<file path="src/rtl/csr_file_m.sv">
// Machine-mode CSR unit for the cotm32 core.
//
// Holds the trap CSRs (mstatus, mie, mip, mtvec, mscratch, mepc, mcause,
// mtval), constant identification CSRs (misa, mhartid) and the 64-bit
// mcycle/minstret counters. Applies trap-entry and mret side effects, gates
// interrupts and produces the (optionally vectored) trap target.
//
// Ports:
//   i_clk, i_rst          clock, synchronous active-high reset
//   i_op, i_addr          CSR operation (NONE/RW/RS/RC) and address
//   i_we, i_wdata         write intent and write operand
//   i_pc                  PC of the trapping instruction
//   i_trap_req            trap entry this cycle
//   i_trap_cause/_tval    cause (MSB = interrupt) and trap value
//   i_mret                mret retiring this cycle
//   i_instret             instruction retired this cycle
//   i_irq_sw/_timer/_ext  level-sensitive interrupt lines
//   o_rdata               combinational read data (0 on illegal access)
//   o_mtvec, o_mepc       current register values
//   o_trap_pc             trap target address
//   o_irq_pending         enabled interrupt pending while MIE set
//   o_t_illegal_inst      illegal CSR access

package zicsr_pkg;
  typedef enum logic [1:0] {
    CSR_NONE = 2'd0,
    CSR_RW   = 2'd1,
    CSR_RS   = 2'd2,
    CSR_RC   = 2'd3
  } zicsr_csr_op_t;
endpackage

module csr_file_m
  import zicsr_pkg::*;
#(
  parameter int unsigned       MXLEN        = 32,
  parameter bit                HAS_COUNTERS = 1'b1,
  parameter bit                VECTORED_EN  = 1'b1,
  parameter logic [MXLEN-1:0]  MHARTID      = '0
) (
  input  logic               i_clk,
  input  logic               i_rst,
  input  zicsr_csr_op_t      i_op,
  input  logic [11:0]        i_addr,
  input  logic               i_we,
  input  logic [MXLEN-1:0]   i_wdata,
  input  logic [MXLEN-1:0]   i_pc,
  input  logic               i_trap_req,
  input  logic [MXLEN-1:0]   i_trap_cause,
  input  logic [MXLEN-1:0]   i_trap_tval,
  input  logic               i_mret,
  input  logic               i_instret,
  input  logic               i_irq_sw,
  input  logic               i_irq_timer,
  input  logic               i_irq_ext,
  output logic [MXLEN-1:0]   o_rdata,
  output logic [MXLEN-1:0]   o_mtvec,
  output logic [MXLEN-1:0]   o_mepc,
  output logic [MXLEN-1:0]   o_trap_pc,
  output logic               o_irq_pending,
  output logic               o_t_illegal_inst
);

  localparam logic [11:0] ADDR_MSTATUS   = 12'h300;
  localparam logic [11:0] ADDR_MISA      = 12'h301;
  localparam logic [11:0] ADDR_MIE       = 12'h304;
  localparam logic [11:0] ADDR_MTVEC     = 12'h305;
  localparam logic [11:0] ADDR_MSCRATCH  = 12'h340;
  localparam logic [11:0] ADDR_MEPC      = 12'h341;
  localparam logic [11:0] ADDR_MCAUSE    = 12'h342;
  localparam logic [11:0] ADDR_MTVAL     = 12'h343;
  localparam logic [11:0] ADDR_MIP       = 12'h344;
  localparam logic [11:0] ADDR_MCYCLE    = 12'hB00;
  localparam logic [11:0] ADDR_MINSTRET  = 12'hB02;
  localparam logic [11:0] ADDR_MCYCLEH   = 12'hB80;
  localparam logic [11:0] ADDR_MINSTRETH = 12'hB82;
  localparam logic [11:0] ADDR_MHARTID   = 12'hF14;

  localparam logic [MXLEN-1:0] MISA_VAL = MXLEN'(32'h4000_0100);

  // Architectural state
  logic               mstatus_mie_reg;
  logic               mstatus_mpie_reg;
  logic [2:0]         mie_reg;          // {MEIE, MTIE, MSIE}
  logic [2:0]         mip_reg;          // {MEIP, MTIP, MSIP}
  logic [MXLEN-3:0]   mtvec_base_reg;
  logic               mtvec_mode_reg;   // only modes 00 and 01 exist
  logic [MXLEN-1:0]   mscratch_reg;
  logic [MXLEN-1:0]   mepc_reg;
  logic [MXLEN-1:0]   mcause_reg;
  logic [MXLEN-1:0]   mtval_reg;
  logic [2*MXLEN-1:0] mcycle_reg;
  logic [2*MXLEN-1:0] minstret_reg;

  // Places the three interrupt bits at their architectural positions 3/7/11.
  function automatic logic [MXLEN-1:0] irq_word(input logic [2:0] bits);
    logic [MXLEN-1:0] w;
    w = '0;
    for (int i = 0; i < 3; i++) begin
      w[4*i+3] = bits[i];
    end
    return w;
  endfunction

  // Read decode
  logic             csr_hit;
  logic [MXLEN-1:0] csr_old;
  logic [MXLEN-1:0] mstatus_word;

  always_comb begin
    mstatus_word       = '0;
    mstatus_word[3]    = mstatus_mie_reg;
    mstatus_word[7]    = mstatus_mpie_reg;
    mstatus_word[12:11] = 2'b11;            // MPP hard-wired to M-mode
  end

  always_comb begin
    csr_hit = 1'b1;
    csr_old = '0;
    case (i_addr)
      ADDR_MSTATUS:   csr_old = mstatus_word;
      ADDR_MISA:      csr_old = MISA_VAL;
      ADDR_MIE:       csr_old = irq_word(mie_reg);
      ADDR_MTVEC:     csr_old = {mtvec_base_reg, 1'b0, mtvec_mode_reg};
      ADDR_MSCRATCH:  csr_old = mscratch_reg;
      ADDR_MEPC:      csr_old = mepc_reg;
      ADDR_MCAUSE:    csr_old = mcause_reg;
      ADDR_MTVAL:     csr_old = mtval_reg;
      ADDR_MIP:       csr_old = irq_word(mip_reg);
      ADDR_MHARTID:   csr_old = MHARTID;
      ADDR_MCYCLE:    if (HAS_COUNTERS) csr_old = mcycle_reg[MXLEN-1:0];
                      else              csr_hit = 1'b0;
      ADDR_MCYCLEH:   if (HAS_COUNTERS) csr_old = mcycle_reg[2*MXLEN-1:MXLEN];
                      else              csr_hit = 1'b0;
      ADDR_MINSTRET:  if (HAS_COUNTERS) csr_old = minstret_reg[MXLEN-1:0];
                      else              csr_hit = 1'b0;
      ADDR_MINSTRETH: if (HAS_COUNTERS) csr_old = minstret_reg[2*MXLEN-1:MXLEN];
                      else              csr_hit = 1'b0;
      default:        csr_hit = 1'b0;
    endcase
  end

  // Address space 0xC00-0xFFF is read-only; writing it is illegal even when
  // the register exists.
  logic illegal;
  assign illegal = (i_op != CSR_NONE) &&
                   (!csr_hit || (i_we && (i_addr[11:10] == 2'b11)));

  logic [MXLEN-1:0] wval;
  always_comb begin
    wval = csr_old;
    case (i_op)
      CSR_RW:  wval = i_wdata;
      CSR_RS:  wval = csr_old | i_wdata;
      CSR_RC:  wval = csr_old & ~i_wdata;
      default: wval = csr_old;
    endcase
  end

  // Trap and mret take precedence; a colliding CSR write is discarded.
  logic csr_write;
  assign csr_write = (i_op != CSR_NONE) && i_we && !illegal && !i_trap_req && !i_mret;

  always_ff @(posedge i_clk) begin
    if (i_rst) begin
      mstatus_mie_reg  <= 1'b0;
      mstatus_mpie_reg <= 1'b0;
      mie_reg          <= '0;
      mip_reg          <= '0;
      mtvec_base_reg   <= '0;
      mtvec_mode_reg   <= 1'b0;
      mscratch_reg     <= '0;
      mepc_reg         <= '0;
      mcause_reg       <= '0;
      mtval_reg        <= '0;
    end else begin
      mip_reg <= {i_irq_ext, i_irq_timer, i_irq_sw};
      if (i_trap_req) begin
        mepc_reg         <= {i_pc[MXLEN-1:2], 2'b00};
        mcause_reg       <= i_trap_cause;
        mtval_reg        <= i_trap_tval;
        mstatus_mpie_reg <= mstatus_mie_reg;
        mstatus_mie_reg  <= 1'b0;
      end else if (i_mret) begin
        mstatus_mie_reg  <= mstatus_mpie_reg;
        mstatus_mpie_reg <= 1'b1;
      end else if (csr_write) begin
        case (i_addr)
          ADDR_MSTATUS: begin
            mstatus_mie_reg  <= wval[3];
            mstatus_mpie_reg <= wval[7];
          end
          ADDR_MIE:      mie_reg <= {wval[11], wval[7], wval[3]};
          ADDR_MTVEC: begin
            mtvec_base_reg <= wval[MXLEN-1:2];
            // MODE is WARL: reserved encodings 1x leave the old mode intact.
            if (VECTORED_EN && !wval[1]) mtvec_mode_reg <= wval[0];
          end
          ADDR_MSCRATCH: mscratch_reg <= wval;
          ADDR_MEPC:     mepc_reg     <= {wval[MXLEN-1:2], 2'b00};
          ADDR_MCAUSE:   mcause_reg   <= wval;
          ADDR_MTVAL:    mtval_reg    <= wval;
          default: ;
        endcase
      end
    end
  end

  // Counters keep running through traps; a write to either half suppresses
  // the increment of the whole 64-bit value for that cycle.
  always_ff @(posedge i_clk) begin
    if (i_rst) begin
      mcycle_reg   <= '0;
      minstret_reg <= '0;
    end else begin
      if (csr_write && i_addr == ADDR_MCYCLE)
        mcycle_reg[MXLEN-1:0] <= wval;
      else if (csr_write && i_addr == ADDR_MCYCLEH)
        mcycle_reg[2*MXLEN-1:MXLEN] <= wval;
      else
        mcycle_reg <= mcycle_reg + 1'b1;

      if (csr_write && i_addr == ADDR_MINSTRET)
        minstret_reg[MXLEN-1:0] <= wval;
      else if (csr_write && i_addr == ADDR_MINSTRETH)
        minstret_reg[2*MXLEN-1:MXLEN] <= wval;
      else if (i_instret)
        minstret_reg <= minstret_reg + 1'b1;
    end
  end

  // Vectored mode only offsets asynchronous causes.
  logic [MXLEN-1:0] vec_off;
  assign vec_off = (mtvec_mode_reg && i_trap_cause[MXLEN-1])
                 ? MXLEN'({i_trap_cause[4:0], 2'b00}) : '0;

  assign o_trap_pc        = {mtvec_base_reg, 2'b00} + vec_off;
  assign o_rdata          = illegal ? '0 : csr_old;
  assign o_t_illegal_inst = illegal;
  assign o_mtvec          = {mtvec_base_reg, 1'b0, mtvec_mode_reg};
  assign o_mepc           = mepc_reg;
  assign o_irq_pending    = mstatus_mie_reg && |(mip_reg & mie_reg);

endmodule

</file>
<file path="config.mk">
export PLATFORM = sky130hd
export DESIGN_NAME = csr_file_m
export DESIGN_NICKNAME = d
export VERILOG_FILES = /design/src/rtl/csr_file_m.sv
export SDC_FILE = /design/constraint.sdc
export NUM_CORES = 1
export LEC_CHECK = 0
export CORE_MARGIN = 5
export CORE_UTILIZATION = 25
export DETAILED_ROUTE_END_ITERATION = 8
export PLACE_DENSITY = 0.53
export SLEW_MARGIN = 25
export SYNTH_ARGS = -nofsm -noshare
export SYNTH_HDL_FRONTEND = slang
export SYNTH_SLANG_ARGS = --single-unit
</file>
<file path="constraint.sdc">
create_clock -name i_clk -period 2.6 [get_ports i_clk]
set_input_delay 0.26 -clock i_clk [delete_from_list [all_inputs] [get_ports i_clk]]
set_output_delay 0.26 -clock i_clk [all_outputs]
set_load 0.03 [all_outputs]
</file>
# After elaboration in Yosys (flattened, before gate mapping)
# Index checks and enable logic that the tools add are counted.
# W data, S select, Z words.
[totals] ff_bits=293 inputBits=151 out_inout_bits=130 wordCells=119
[classes] add_sub_neg=3 eq_ne=21 n_mux=31 n_bitwise=8 reduce_logical=42
[op_table] cell="$mux W32" n=19
[op_table] cell="$pmux W32 S13" n=1
[op_table] cell="$add A64 B1 Y64 const B" n=2
[op_table] cell="$eq A12 B10 Y1 const B" n=9
[op_table] cell="$pmux W32 S3" n=1
[op_table] cell="$mux W64" n=1
[op_table] cell="$eq A12 B12 Y1 const B" n=5
[op_table] cell="$add A32 B7 Y32" n=1
[op_table] cell="$and A32 B32 Y32" n=1
[op_table] cell="$not A32 Y32" n=1
[op_table] cell="$or A32 B32 Y32" n=1
[op_table] cell="$reduce_bool A2 Y1" n=9
[op_table] cell="$reduce_or A14 Y1" n=1
[op_table] cell="$logic_and A1 B1 Y1" n=12
[op_table] cell="$reduce_and A4 Y1" n=3
[op_table] cell="$reduce_and A3 Y1" n=3
[op_table] cell="$mux W1" n=8
[op_table] cell="$reduce_and A2 Y1" n=4
[op_table] cell="$mux W7" n=1
[op_table] cell="$eq A2 B2 Y1 const B" n=3
[op_table] cell="$ne A2 B2 Y1 const B" n=3
[op_table] cell="$reduce_bool A3 Y1" n=2
[op_table] cell="$reduce_and A5 Y1" n=1
[op_table] cell="$logic_not A1 Y1" n=4
[op_table] cell="6 further kinds" n=9

# Logic depth before layout (Yosys ltp)
# Gate-level depths: netlist of run 1.
[logic_depth] ltp_word=13 depth_mapped=12 depth_no_buf=11

# Least setup slack after synthesis of run 1
# OpenSTA, ideal clock, no wires.
[synth_path] path_kind="register to output" from="register mtvec_base_reg[0]" to="output port o_trap_pc[26]" arrival_ns=2.736 required_ns=2.340 setup_slack_ns=-0.396 stages_incl_launch_ff=11 n_path_buf=0 path_cell_list="dfxtp_1 -> ha_1 -> inv_1 -> fa_1 -> nor2b_1 -> o21a_1 -> o21ai_0 -> a21oi_1 -> nand3_1 -> nor2_1 -> xor2_1"
[synth_via] elab_chain_len=1
[synth_lines] element="start: declaration" line_no="86" source="logic [MXLEN-3:0] mtvec_base_reg;"
[synth_lines] element="start signal: assignment" line_no="195" source="mtvec_base_reg <= wval[MXLEN-1:2];"
[synth_lines] element="$add A32 B7 Y32" line_no="237" source="assign o_trap_pc = {mtvec_base_reg, 2'b00} + vec_off;"
[synth_lines] element="end: declaration" line_no="59" source="output logic [MXLEN-1:0] o_trap_pc,"
# No other way between the ends.

# Worst setup path in the final report of run 1
[layout_path] from="register mtvec_mode_reg" to="output port o_trap_pc[26]"
[layout_via] elab_chain_len=3
[layout_lines] element="start: declaration" line_no="87" source="logic mtvec_mode_reg;"
[layout_lines] element="start signal: assignment" line_no="197" source="if (VECTORED_EN && !wval[1]) mtvec_mode_reg <= wval[0];"
[layout_lines] element="$logic_and A1 B1 Y1" line_no="234" source="assign vec_off = (mtvec_mode_reg && i_trap_cause[MXLEN-1])"
[layout_lines] element="$mux W7" line_no="235" source="? MXLEN'({i_trap_cause[4:0], 2'b00}) : '0;"
[layout_lines] element="$add A32 B7 Y32" line_no="237"
# No other way between the ends.

==> summary.txt, run 1 <==
STA
  • RSZ-0062 raised after global routing: yes
  • Final period utilization: 124%
  • Min cycle time layout: about 3200 ps
  • Final Hold Viols: 0
  • Worst-Margin Slew: slightly above 800 ps
  • Setup WS post-layout: -628 ps
  • Slew HR: around 46%
  • Setup TNS: -11,690 ps
  • Fmax achieved: around 0.31 GHz
  • Final setup viols: 28
  • Slew Viols, Final: 0
  • Fin Clk Skew: between 20 and 25 ps

Global route
  • Global-route wire length before repair: 171,000 um
  • Antenna violations before repair: 9
  • Gr ovfl total: 0
  • Largest net degree at the start of global routing: 188
  • GRT Total Usage: between 20 and 30%
  • Vias in the first global route: 22,400

Floorplan
  • Initial Utilization: about a quarter
  • CORE AREA: 74,700 um2
  • Die span in y: ~290 um
  • Die Footprint: 81,300 um2
  • I/O pin total: around 280
  • Chip width: 285 um
  • # rows: 100

Drt
  • DR WL met3: 14,200 um
  • Routed vias: between 20,000 and 25,000
  • Routed length on met2: ~50,000 um
  • Max layer used: met5
  • DR vias/cell: about 5.7
  • Met1 wire length: approximately 52,000 um
  • Final WL: ~120,000 um
  • Routed WL per cell: 29.0 um
  • Residual DRC count: 0
  • Post-DRT Antenna Nets: 0
  • Drt pass-1 iters: 8
  • Initial DRC Count: around 3,500

Power
  • Total power: 0.0121 W
  • Peak supply drop: between 0.3 and 0.4 mV
  • Lkg Pwr: roughly 12 nW
  • Power per cell area: between 400 and 500 nW/um2

Status
  • Outcome: finished with violations
  • Failing checks: setup timing

CTS
  • Clock buffer depth: 3
  • Later-pin clock latency in the skew report: 580 ps
  • TritonCTS clock tree: done
  • H-tree depth: 2
  • Clock-pin slew on the worst setup and hold paths: ~60 ps
  • CTS Buf Count: 37
  • Clk sink count: about 290
  • Clk root buf: clkbuf_16
  • CTS hold repair buffers: 0

Synthesis
  • Post-synth EDFFs: 0
  • Synthesized instance count: ~2,500
  • Sequential fraction of the synthesis area: 31.0%
  • Ys flop type: dfxtp_1
  • Avg Cell Area, Syn: roughly 7.6 um2
  • Fraction of registers with async set/reset: 0%
  • Netlist cell types: 100
  • Cell Area, Synth: 18,900 um2
  • FF+latch count, synth: around 290
  • Yosys Warn Count: 0

Job
  • Max Cap Viol: 0

Placement
  • Hpwl dp: 97,300 um
  • Place WS: -1070 ps
  • RePlAce Congestion: between 1 and 1.5
  • I/O Buffers: around 270

Critical path
  • Crit path DAT: 2970 ps
  • Nature of the critical path startpoint: flop
  • Max FO, Critical Path: 4
  • Crit Path Class: reg2out
  • Slowest CP cell: dfxtp_4
  • Required @ worst endpoint: approximately 2300 ps
  • CP Cell Sequence: and3_4 > ha_4 > inv_2 > fa_2 > nor2b_1 > o21a_1 > o21ai_2 > a21oi_2 > buf_6 > nand3_4 > nor2_4 > xor2_2 > buf_12
  • Crit end category: primary output
  • Worst path max stage delay: 380 ps

Finish
  • Final design utilization: 40.5%
  • Final #Nets: about 3,400
  • Commonest non-fill, non-tap cells in the layout: buf_4 (564), nor2_1 (296), dfxtp_1 (285)
  • Layout area overhead: 59.8%
  • Fraction of layout cells with a size suffix above 1: between 20% and 30%
  • Most common cell after layout, fill and taps aside: buf_4
  • # fillers: between 7,000 and 8,000

Worst hold path
  • Worst min path class: in2reg
cells by family (layout without fill, tap and decap cells):
group                    Yosys count  count (layout)  share of synthesized area, %
buffers and inverters            255            1037                          5.85
multiplexers                      58              58                          3.72
XOR/XNOR                         111             111                          5.14
other                              1               7                        0.0198
AND/OR/NAND/NOR                 1033            1033                          27.2
adder cells (fa/ha/maj)            8               8                         0.569
AO/OA/AOI/OAI                    722             722                          26.5
flip-flops                       293             293                          31.0
worst max-delay path, delay by kind of cell, from the launching register on:
family                   cells  cell delay [ps]
buffers and inverters        3              330
flip-flops                   1              380
adder cells (fa/ha/maj)      2              470
XOR/XNOR                     1              240
AO/OA/AOI/OAI                3              400
AND/OR/NAND/NOR              4              590
routing by layer:
| metal | GRT usage [%] | up-vias |
|---|---|---|
| met5 | 0 | - |
| met3 | 7.70 | 291 |
| met2 | 42.1 | 1449 |
| met4 | 10.4 | 4 |
| li1 | - | 10700 |
| met1 | 40.2 | 11800 |
final timing paths:
kind,start,to,slack (ps),depth (start not counted)
worst max-delay path,mtvec_mode_reg$_SDFFE_PP0P_,o_trap_pc[26],-630,13
worst min-delay path,i_trap_req,mtval_reg[21]$_SDFFE_PP0P_,40,3
worst max register to register,o_mepc[5]$_SDFFE_PP0P_,minstret_reg[37]$_SDFFE_PP0P_,30,9
worst min register to register,mstatus_mpie_reg$_SDFFE_PP0P_,mstatus_mie_reg$_SDFFE_PP0P_,490,2
metrics by stage:
step / cell area [um2] / cells / hold slack, ps
after floorplan: 19000 / 2485 / 388
after global placement: 27800 / 4126 / 479
after detailed placement: 27800 / 4126 / 491
after CTS: 30000 / 4230 / 19.2
after global routing: 30200 / 4236 / 40.3
final: 30200 / 4238 / 44.0
final cells by class:
cell class                      instances  area [um2]  share of cell area, %
Clock buffer                           52        1040                   3.45
Antenna cell                            2        5.00                 0.0166
Timing Repair Buffer                  925        8990                   29.7
Sequential cell                       293        5880                   19.4
Tap cell                              969        1210                   4.01
Clock inverter                         14         170                  0.563
Multi-Input combinational cell       1937       12800                   42.2
Inverter                               46         178                  0.588
where the power goes:
part	total (W)	switching (W)	internal, W
Clock	0.00539	0.00227	0.00312
Combinational	0.00204	0.00117	0.000873
Sequential	0.00468	0.0000994	0.00458
cells in the mapped netlist (24+ instances only):
library cell  count  area (um2)
nor2_1          308        1160
dfxtp_1         293        5870
nand2_1         262         983
a21oi_1         168         841
clkbuf_1        127         477
a211oi_1        100         751
nand3_1          89         445
o21ai_0          88         440
nand4_1          78         488
nor3_1           72         360
a211o_1          65         569
xnor2_1          62         543
buf_2            57         285
xor2_1           49         429
a22oi_1          47         353
inv_1            44         165
a31oi_1          37         231
and3_1           34         213
mux2i_1          32         320
o22ai_1          30         188
a221oi_1         24         210
and2_1           24         150
timing repair:
| action | 4_1_cts | 5_1_grt |
|---|---|---|
| setup endpoints to repair | 328 | 72 |
| cloned | 0 | 0 |
| setup buffers | 42 | 9 |
| resized for setup | 173 | 60 |
| pin swaps | 46 | 24 |
(Power assumes the default switching activity.)
==> inputs of run 2 (changes only) <==
CORE_ASPECT_RATIO = 2   (was default)
GPL_TIMING_DRIVEN = 0   (was default)
==> run 2 against run 1 <==
The run still ends with setup timing left. Highest routed layer unchanged. Sequential share of layout area is 2.2 points higher. Non-clock buffer count is 295 lower. Combinational power is 4% higher. Clock-buffer cell count is 14 lower. Routed wire length is 21% higher. Largest cell class unchanged. Sequential power is 0.9% higher. Maximum frequency hardly changed.
==> summary.txt, run 2 (synthesis results as in run 1) <==
Placement
  • Hpwl dp: about 110,000 um
  • Place WS: -2210 ps
  • RePlAce Congestion: 1.15
  • I/O Buffers: about 270

CTS
  • H-tree depth: 1
  • CTS hold repair buffers: 0
  • Later-pin clock latency in the skew report: between 600 and 700 ps
  • Clk root buf: clkbuf_16
  • Clk sink count: between 200 and 300
  • Clock-pin slew on the worst setup and hold paths: 70 ps
  • TritonCTS clock tree: done
  • Clock buffer depth: 3
  • CTS Buf Count: 31

Critical path
  • Crit Path Class: in2out
  • CP Depth: 13
  • Nature of the critical path startpoint: input port
  • Buf/Inv on CP: 4
  • Slowest CP cell: clkdlybuf4s50_1
  • CP Cell Sequence: clkdlybuf4s50_1 > and3_4 > ha_4 > inv_2 > fa_2 > nor2b_1 > o21a_1 > o21ai_2 > a21oi_4 > buf_6 > nand4_1 > xnor2_2 > buf_6
  • Max FO, Critical Path: 7
  • Worst Reg-to-Reg Cells: 9
  • Crit end category: primary output
  • Crit path DAT: roughly 3000 ps
  • Required @ worst endpoint: between 2000 and 2500 ps
  • Worst path max stage delay: 680 ps
  • Most used cell, CP: buf_6
  • Cell family with most CP delay: buffers and inverters

Finish
  • Fraction of layout cells with a size suffix above 1: roughly a quarter
  • Commonest non-fill, non-tap cells in the layout: nor2_1 (289), nand2_1 (250), dfxtp_1 (235)
  • Most common cell after layout, fill and taps aside: nor2_1
  • # fillers: approximately 8,000
  • Layout area overhead: 45.9%
  • Final #Nets: 3,099

Drt
  • Drt pass-1 iters: 6
  • Post-DRT Antenna Nets: 0
  • Residual DRC count: 0
  • DR vias/cell: roughly 6
  • Final WL: ~150,000 um
  • Initial DRC Count: 2,682
  • Routed vias: roughly 25,000
  • Routed WL per cell: 37.4 um

Floorplan
  • Initial Utilization: roughly 25%
  • I/O pin total: around 280
  • # rows: 142
  • Die Footprint: between 80,000 and 90,000 um2
  • CORE AREA: approximately 75,000 um2
  • Die span in y: between 300 and 400 um
  • Chip width: 205 um

Worst hold path
  • Hold path depth: 3
  • Worst min path class: in2reg

Status
  • Outcome: finished with violations
  • Failing checks: setup timing

Job
  • Max Cap Viol: 0

Power
  • Peak supply drop: between 0.5 and 0.6 mV
  • Total power: 0.0119 W
  • Lkg Pwr: between 9 and 10 nW
  • Power per cell area: 431 nW/um2

STA
  • Final setup viols: 58
  • Min Hold Slack: 180 ps
  • Min cycle time layout: 3230 ps
  • Slew HR: approximately a fifth
  • Final Hold Viols: 0
  • RSZ-0062 raised after global routing: yes
  • Fmax achieved: 0.310 GHz
  • Slew Viols, Final: 0
  • Fin Clk Skew: approximately 27 ps
  • Final period utilization: 124%
  • Setup WS post-layout: -625 ps
  • Worst-Margin Slew: around 1200 ps

Global route
  • GRT Total Usage: about a third
  • Antenna violations before repair: 21
  • Gr ovfl total: 0
  • Largest net degree at the start of global routing: 15
  • Vias in the first global route: 23,200
  • Global-route wire length before repair: 198,000 um
==> run 2: changes by cell type in the layout (fill, tap and decap cells not counted), sizes merged, moves of 2 or more <==
cell	previous run	this run
clkdlybuf4s50	196	198
clkdlybuf4s15	1	3
inv	48	46
diode	2	12
buf	723	309
clkinv	8	10
clkbuf	57	157
bufinv	3	5
==> run 2: final timing paths <==
kind	from	endpoint	slack (ps)
setup / recovery	i_trap_cause[0]	o_trap_pc[16]	-630
hold reg to reg	mstatus_mpie_reg$_SDFFE_PP0P_	mstatus_mie_reg$_SDFFE_PP0P_	500
hold / removal	i_pc[2]	o_mepc[2]$_SDFFE_PP0P_	180
setup reg to reg	mtval_reg[12]$_SDFFE_PP0P_	minstret_reg[44]$_SDFFE_PP0P_	-130
==> run 2: metrics by stage <==
stage                     instances  TNS [ps]  utilization [%]  area (um2)
after floorplan                2485     -53.3                -       19000
after global placement         3759   -709540             30.6       23000
after detailed placement       3772   -570880             31.2       23400
after CTS                      3900    -13140             35.2       26400
after global routing           3972    -17900             36.8       27600
final                          3982    -15090             36.8       27600
==> run 2: worst min-delay path, stage by stage <==
cell and delay [ps]:
clkdlybuf4s50_1 390, nand2_1 60, a21oi_1 60
==> run 2: what timing repair did <==
item                       in CTS  in global routing
setup buffers                  85                 75
gates cloned                    0                  1
hold endpoints to repair        0                  0
resized for setup             706                188
setup endpoints to repair     353                254
pin swaps                      67                 63
==> run 2: layer usage <==
metal,vias up,GRT usage (%),wire (um)
met5,-,0,35
met4,6,36.5,20900
met3,819,10.3,13900
met2,1844,56.8,67500
met1,11700,34.4,46500
li1,10200,-,-
==> run 2: area by class of cell <==
| type | count | area [um2] | area share (%) |
|---|---|---|---|
| clock buffers | 38 | 842 | 3.05 |
| flip-flops and latches | 293 | 5970 | 21.6 |
| repair buffers | 436 | 4210 | 15.3 |
| plain buffers | 194 | 1310 | 4.73 |
| diodes | 12 | 30.0 | 0.109 |
| well taps | 1008 | 1260 | 4.57 |
| multi-input cells | 1938 | 13600 | 49.2 |
| inverters | 46 | 175 | 0.634 |
| clock inverters | 17 | 230 | 0.834 |
==> run 2: where the power goes <==
part	leakage (nW)	switching, W	internal (W)
registers	2.41	0.000144	0.00457
logic	6.92	0.00137	0.000763
clock network	0.526	0.00224	0.00279
